`config.mk`:
```
export PLATFORM = sky130hd
export DESIGN_NAME = motoro3_step_sequencer
export DESIGN_NICKNAME = d
export VERILOG_FILES = /design/src/rtl/motoro3_step_sequencer.sv
export SDC_FILE = /design/constraint.sdc
export NUM_CORES = 1
export LEC_CHECK = 0
export ABC_AREA = 1
export CORE_ASPECT_RATIO = 0.75
export CORE_UTILIZATION = 54
export DETAILED_ROUTE_END_ITERATION = 7
export PLACE_DENSITY = 0.72
export SLEW_MARGIN = 15
export SYNTH_ARGS = -nofsm -noshare
export SYNTH_HDL_FRONTEND = slang
export SYNTH_SLANG_ARGS = --single-unit
export TNS_END_PERCENT = 10
```
`constraint.sdc`:
```
create_clock -name clk -period 8.3 [get_ports clk]
set_input_delay 1.245 -clock clk [delete_from_list [all_inputs] [get_ports clk]]
set_output_delay 1.245 -clock clk [all_outputs]
set_load 0.03 [all_outputs]
```
`src/rtl/motoro3_step_sequencer.sv`:
```
// motoro3_step_sequencer: open-loop six-step commutation with align, soft-start ramp and run.
module motoro3_step_sequencer #(
  parameter int CNT_W = 25,
  parameter logic [CNT_W-1:0] ALIGN_PERIOD = 25'd5_000_000,
  parameter logic [CNT_W-1:0] START_PERIOD = 25'd2_000_000,
  parameter logic [CNT_W-1:0] MIN_PERIOD = 25'd20_000,
  parameter logic [CNT_W-1:0] RAMP_STEP = 25'd10_000
) (
  input  logic             clk,
  input  logic             rst,
  input  logic             run,
  input  logic             dir,
  input  logic [CNT_W-1:0] period_tgt,
  output logic             aE,
  output logic             bE,
  output logic             cE,
  output logic             aH,
  output logic             bH,
  output logic             cH,
  output logic [CNT_W-1:0] m3cnt,
  output logic             m3cntLast1,
  output logic [2:0]       step,
  output logic             state_run
);
  typedef enum logic [1:0] {IDLE, ALIGN, RAMP, RUN} state_t;
  localparam logic [5:0] EN_A = 6'b011011;
  localparam logic [5:0] EN_B = 6'b101101;
  localparam logic [5:0] EN_C = 6'b110110;
  localparam logic [5:0] HI_A = 6'b000011;
  localparam logic [5:0] HI_B = 6'b001100;
  localparam logic [5:0] HI_C = 6'b110000;
  state_t state_q, state_d;
  logic [2:0] step_q, step_d, step_nx;
  logic [CNT_W-1:0] cnt_q, cnt_d, period_q, period_d;
  logic [CNT_W-1:0] tgt_eff, dec, ramp_p;
  logic [5:0] out_q, out_d;
  logic bnd;
  always_comb begin
    tgt_eff = (period_tgt < MIN_PERIOD) ? MIN_PERIOD : period_tgt;
    dec = (period_q > RAMP_STEP) ? period_q - RAMP_STEP : '0;
    ramp_p = (dec > tgt_eff) ? dec : tgt_eff;
    bnd = (cnt_q == '0);
    step_nx = dir ? ((step_q == 3'd5) ? 3'd0 : step_q + 3'd1)
                  : ((step_q == 3'd0) ? 3'd5 : step_q - 3'd1);
    state_d = state_q;
    step_d = step_q;
    cnt_d = cnt_q - 1'b1;
    period_d = period_q;
    if (!run) begin
      state_d = IDLE;
      step_d = '0;
      cnt_d = '0;
      period_d = START_PERIOD;
    end else begin
      case (state_q)
        IDLE: begin
          state_d = ALIGN;
          step_d = '0;
          cnt_d = ALIGN_PERIOD - 1'b1;
        end
        ALIGN: if (bnd) begin
          state_d = RAMP;
          period_d = START_PERIOD;
          cnt_d = START_PERIOD - 1'b1;
          step_d = step_nx;
        end
        RAMP: if (bnd) begin
          state_d = (ramp_p == tgt_eff) ? RUN : RAMP;
          period_d = ramp_p;
          cnt_d = ramp_p - 1'b1;
          step_d = step_nx;
        end
        RUN: if (bnd) begin
          // Speed-ups are ramped, slow-downs take effect at once.
          period_d = (tgt_eff < period_q) ? ramp_p : tgt_eff;
          cnt_d = period_d - 1'b1;
          step_d = step_nx;
        end
      endcase
    end
    out_d = (state_d == IDLE) ? 6'd0 : {EN_A[step_d], EN_B[step_d], EN_C[step_d],
                                        HI_A[step_d], HI_B[step_d], HI_C[step_d]};
  end
  always_ff @(posedge clk) begin
    if (rst) begin
      state_q <= IDLE;
      step_q <= '0;
      cnt_q <= '0;
      period_q <= START_PERIOD;
      out_q <= '0;
    end else begin
      state_q <= state_d;
      step_q <= step_d;
      cnt_q <= cnt_d;
      period_q <= period_d;
      out_q <= out_d;
    end
  end
  assign {aE, bE, cE, aH, bH, cH} = out_q;
  assign m3cnt = cnt_q;
  assign m3cntLast1 = (cnt_q == 1);
  assign step = step_q;
  assign state_run = (state_q == RUN);
endmodule
```
# Word-level counts from Yosys, hierarchy flattened
# Memory sizes are Yosys's and may differ from the RTL's. A register that Yosys moved wholly into a read port is not among the register bits.
# Index checks and enable logic that the tools add are counted.
[op_classes]
n_addsub = 6
n_mul = 0
div = 0
order_cmp = 4
n_eq_ne = 9
shift = 0
n_mux = 23
bitwise_logic = 1
n_reduce_logical = 9
[ops]
columns = ["op", "count"]
rows = [
  ["$mux 25", 10],
  ["$pmux 25 s4", 1],
  ["$pmux 25 s3", 1],
  ["$sub 25x1->25 const B", 3],
  ["$eq 25x1->1 const B", 1],
  ["$eq 25x25->1", 1],
  ["$gt 25x14->1 const B", 1],
  ["$gt 25x25->1", 1],
  ["$logic_not 25->1", 1],
  ["$lt 25x15->1 const B", 1],
  ["$lt 25x25->1", 1],
  ["$sub 25x14->25 const B", 1],
  ["$mux 3", 5],
  ["$mux 2", 3],
  ["$pmux 2 s3", 1],
  ["$pmux 3 s2", 1],
  ["$eq 2x2->1 const B", 2],
  ["$logic_not 2->1", 2],
  ["$ne 2x2->1 const B", 2],
  ["$reduce_and 4->1", 1],
  ["$reduce_or 2->1", 2],
  ["$add 3x1->3 const B", 1],
  ["$eq 3x3->1 const B", 1],
  ["$logic_not 3->1", 1],
  ["other kinds (7)", 7],
]
[word_totals]
reg_bits = 55
latchBits = 0
ramBits = 0
rom_bits = 48
memories = 6
[mem_list]
columns = ["name", "depth", "width", "rd", "rd_clocked_by_memory_dff", "wr", "line", "source"]
rows = [
  ["(name not given)", 8, 1, 1, 1, 0, "82", "HI_A[step_d], HI_B[step_d], HI_C[step_d]};"],
  ["(name not given)", 8, 1, 1, 1, 0, "82", ""],
  ["(name not given)", 8, 1, 1, 1, 0, "82", ""],
  ["(name not given)", 8, 1, 1, 1, 0, "81", "out_d = (state_d == IDLE) ? 6'd0 : {EN_A[step_d], EN_B[step_d], EN_C[step_d],"],
  ["(name not given)", 8, 1, 1, 1, 0, "81", ""],
  ["(name not given)", 8, 1, 1, 1, 0, "81", ""],
]

# Longest topological paths before layout
[depth]
ltp_word = 11
depth_mapped = 37

# Least setup slack after synthesis
# No wires, ideal clock.
[synth_path]
kind = "input port to flip-flop"
start = "input port period_tgt[22]"
end = "register cnt_q[16], in the netlist m3cnt[16]"
setup_ns = 0.132
arrival_ns = 4.209
required_ns = 8.168
path_slack_ns = 3.959
path_stages = 26
n_path_buf = 2
cell_sequence = "inv_1 -> nand3_1 -> nor2_1 -> nand3_2 -> buf_4 -> nand2_1 -> inv_1 -> ha_1 -> nand2_1 -> nor2_1 -> nand4_1 -> nor3_2 -> inv_2 -> buf_1 -> nand3_1 -> nand2_1 -> ha_1 -> nand3_1 -> inv_1 -> nand2_1 -> inv_2 -> nand2_1 -> xor2_1 -> nand2_1 -> a21oi_1 -> a21oi_1"
[synth_between]
elab_chain_len = 8
word_cells_on_any_way = 11
[synth_lines]
columns = ["item", "line", "source"]
rows = [
  ["start, declared", "13", "input logic [CNT_W-1:0] period_tgt,"],
  ["$lt 25x15->1", "39", "tgt_eff = (period_tgt < MIN_PERIOD) ? MIN_PERIOD : period_tgt;"],
  ["$mux 25 (*)", "39", ""],
  ["$gt 25x25->1", "41", "ramp_p = (dec > tgt_eff) ? dec : tgt_eff;"],
  ["$mux 25", "41", ""],
  ["$mux 25", "75", "period_d = (tgt_eff < period_q) ? ramp_p : tgt_eff;"],
  ["$sub 25x1->25", "76", "cnt_d = period_d - 1'b1;"],
  ["$mux 25", "73", "RUN: if (bnd) begin"],
  ["$pmux 25 s4 (*)", "55", "case (state_q)"],
  ["end signal, assigned", "94", "cnt_q <= cnt_d;"],
  ["end, declared", "34", "logic [CNT_W-1:0] cnt_q, cnt_d, period_q, period_d;"],
]
# Every way passes the cells marked *; elsewhere a longest branch is shown, timed or not.
# A chain may end at the register's enable or synchronous reset.

# Final worst setup path
[layout_path]
start = "input port period_tgt[21]"
end = "register cnt_q[8], in the netlist m3cnt[8]"
# Same word-level chain as after synthesis.

==> results.toml <==
[outcome]
outcome = "finished with violations"
failed_checks = "DRC"

[layout]
finalNetCount = 1711
areaGrowthSynthToFinish_pct = 12.2
drive_above_1_share_pct = 6.20
diodes = 0

[placement]
hpwlAfterDp_mm = 26.6
gp_congestion = 1.03
io_buffers = 64
place_ws_ns = 1.82

[grt]
met3_usage_pct = 11.4
grt.total_usage_pct = 41.5
use_met1_pct = 56.8
grt_pass1_vias = 9783
grt_util_met2_pct = 63.0
top_usage_layer = "met2"
grt_pass1_wl_mm = 52.9
grt_antenna_before_repair = 0
overflow = 0
grt_max_degree = 66

[floorplan]
io_pins = 65
start_util_pct = 55.9
die_area_mm2 = 0.0165
core_area_mm2 = 0.0154
die_h_um = 111
placementRows = 39
dieWidth_um = 148

[setup_path]
cp.required_ns = 8.54
cp_max_fo = 49
worst_path_most_repeated_cell = "nand2_1"
slowest_delay_ns = 0.55
crit_family = "simple AND/OR/NAND/NOR gates"
path_buf_inv = 5
crit_arrival_ns = 6.51
crit_path_top_delay_cell = "clkdlybuf4s50_1"
startpoint_type = "input pin"
path_class = "input pin to flip-flop"
worstSetupEndpointType = "flip-flop"

[sta]
tns_ns = 0
maxSlewViolCount = 0
setup_viol = 0
worst_slack_ns = 2.04
fin_skew_ns = 0.0110
period_share_pct = 75.5
rsz0062_at_grt = "no"
finalCriticalPeriod_ns = 6.26
tightestPinTransition_ns = 1.10
fmax_mhz = 160
slew_headroom_pct = 26.3
finalHoldViolations = 0

[logic_synthesis]
synthCells = 1595
syn_avg_cell_area_um2 = 5.41
ys_types = 47
yosysTopAreaCell = "nand2_1"
ys_seq_area_share_pct = 14.2
yosys.area.top_type_share_pct = 23.8
ys_top_cells_by_area = "nand2_1, dfxtp_1, nor2_1"
yosysWarnings = 0
ys_seq_elements = 61
ys.flop_type = "dfxtp_1"
syn-num-nets = 1682
synthArstFlopShare_pct = 0
synth.cell_area_mm2 = 0.00863
synth_edf_count = 0

[clock_tree]
cts_tree = "done"
clockBufferDepth = 2
cts_resized = 0
cts_sinks = 61
path_clk_slew_ns = 0.07
post_cts_buffers = 0
h-tree-depth = 3
clk_latency_ns = 0.35
clockRootBuffer = "clkbuf_16"
cts_made_buffers = 9
cts_hold_buf = 0

[power]
peakVddDrop_mv = 0.0995
p_per_area_mw_per_mm2 = 111
leakage_nw = 4.59

[drt]
drt_iter0_markers = 1560
ant_nets = 0
viasPerCell = 5.88
vias = 10800
drc_errors = 2
wl_per_cell_um = 18.6
drt-pass1-iter-count = 8
wirelength_mm = 34.1

[min_path]
hp-class = "flip-flop to flip-flop"

[job]
drv_cap = 0
kinds of logic (layout without fill, tap and decap cells):
logic type | Yosys count | in the layout | share of synthesized area, %
simple gates | 990 | 990 | 48.5
xor+xnor | 34 | 34 | 3.45
compound gates | 221 | 221 | 14.5
flops | 61 | 61 | 14.2
buf+inv | 231 | 265 | 10.9
fa+ha+maj | 58 | 58 | 8.41
per-layer routing:
metal	share of wire (%)	vias to the layer above
li1	-	5204
met5	0	-
met3	14	67
met1	42	4857
met2	42	652
met4	2.5	0
placed cells by master, fill, tap and decap left out, drive strengths merged, types with 3 or more instances in the layout:
master,netlist,final
nand2,563,563
xnor2,11,11
nor2,251,251
o221ai,7,7
inv,171,171
o21ai,82,82
a21oi,85,85
clkbuf,34,10
clkinv,4,7
nand3b,4,4
nand4,19,19
clkdlybuf4s50,0,64
nand3,122,122
xor2,23,23
a221oi,3,3
ha,58,58
o211ai,13,13
dfxtp,61,61
a31oi,13,13
nor4,9,9
o22ai,8,8
nor3,19,19
buf,22,10
flip-flops by register name, indices dropped and copies added (netlist names):
| register | cells |
|---|---|
| out_q | 6 |
| step | 3 |
| state_q | 2 |
| period_q | 25 |
| m3cnt | 25 |
through the flow:
step | cells | area, um2 | util, % | total power, mW | hold slack (ns)
floorplan | 1595 | 8630 | - | 0.536 | 0.458
global placement | 1818 | 9340 | 60.6 | 0.637 | 0.501
detailed placement | 1818 | 9340 | 60.6 | 0.639 | 0.503
CTS | 1834 | 9670 | 62.7 | 1.06 | 0.512
global route | 1834 | 9670 | 62.7 | 1.12 | 0.539
finish | 1834 | 9670 | 62.7 | 1.08 | 0.513
final cells by class:
class / count / area (um2)
Timing Repair Buffer: 74 / 716
Inverter: 175 / 657
Clock inverter: 6 / 86.3
Multi-Input combinational cell: 1303 / 6500
Fill cell: 1581 / 5750
Clock buffer: 10 / 239
Tap cell: 205 / 256
Sequential cell: 61 / 1220
cells in the mapped netlist, types with 2 or more instances:
library cell and instances:
a211oi_1 2, a21oi_1 84, a221oi_1 3, a31oi_1 13
buf_1 2, buf_2 7, buf_4 8, buf_6 5
clkbuf_1 34, clkinv_1 4, dfxtp_1 61, ha_1 58
inv_1 155, inv_2 16, nand2_1 547, nand2_2 12
nand2_4 3, nand3_1 116, nand3_2 4, nand3_4 2
nand3b_1 4, nand4_1 19, nor2_1 226, nor2_2 22
nor2_4 3, nor3_1 18, nor4_1 8, o2111ai_1 2
o211ai_1 13, o21a_1 2, o21ai_0 61, o21ai_1 20
o221ai_1 7, o22ai_1 8, o31ai_1 2, xnor2_1 11
xor2_1 23
worst reg2reg max path, delay by kind of cell, from the launching register on:
family | cells | cell delay (ns)
fa+ha+maj | 2 | 0.57
buf+inv | 2 | 0.21
simple gates | 18 | 3.59
xor+xnor | 1 | 0.07
flops | 1 | 0.44
compound gates | 3 | 0.87
worst paths after layout:
kind | slack, ns | to | startpoint | cells past startpoint
worst min register to register | 0.51 | period_q[2] | period_q[2] | 2
worst max-delay path | 2.04 | m3cnt[8] | period_tgt[21] | 27
worst max register to register | 2.44 | m3cnt[8] | period_q[4] | 26
worst min-delay path | 0.51 | period_q[2] | period_q[2] | 2
where the power goes:
part	switching (mW)	leakage, nW	internal, mW
clock	0.160	0.158	0.271
sequential	0.00791	0.496	0.299
combinational	0.236	3.93	0.103
total	0.404	4.59	0.673
No activity file was read; power rests on OpenSTA's default activity.
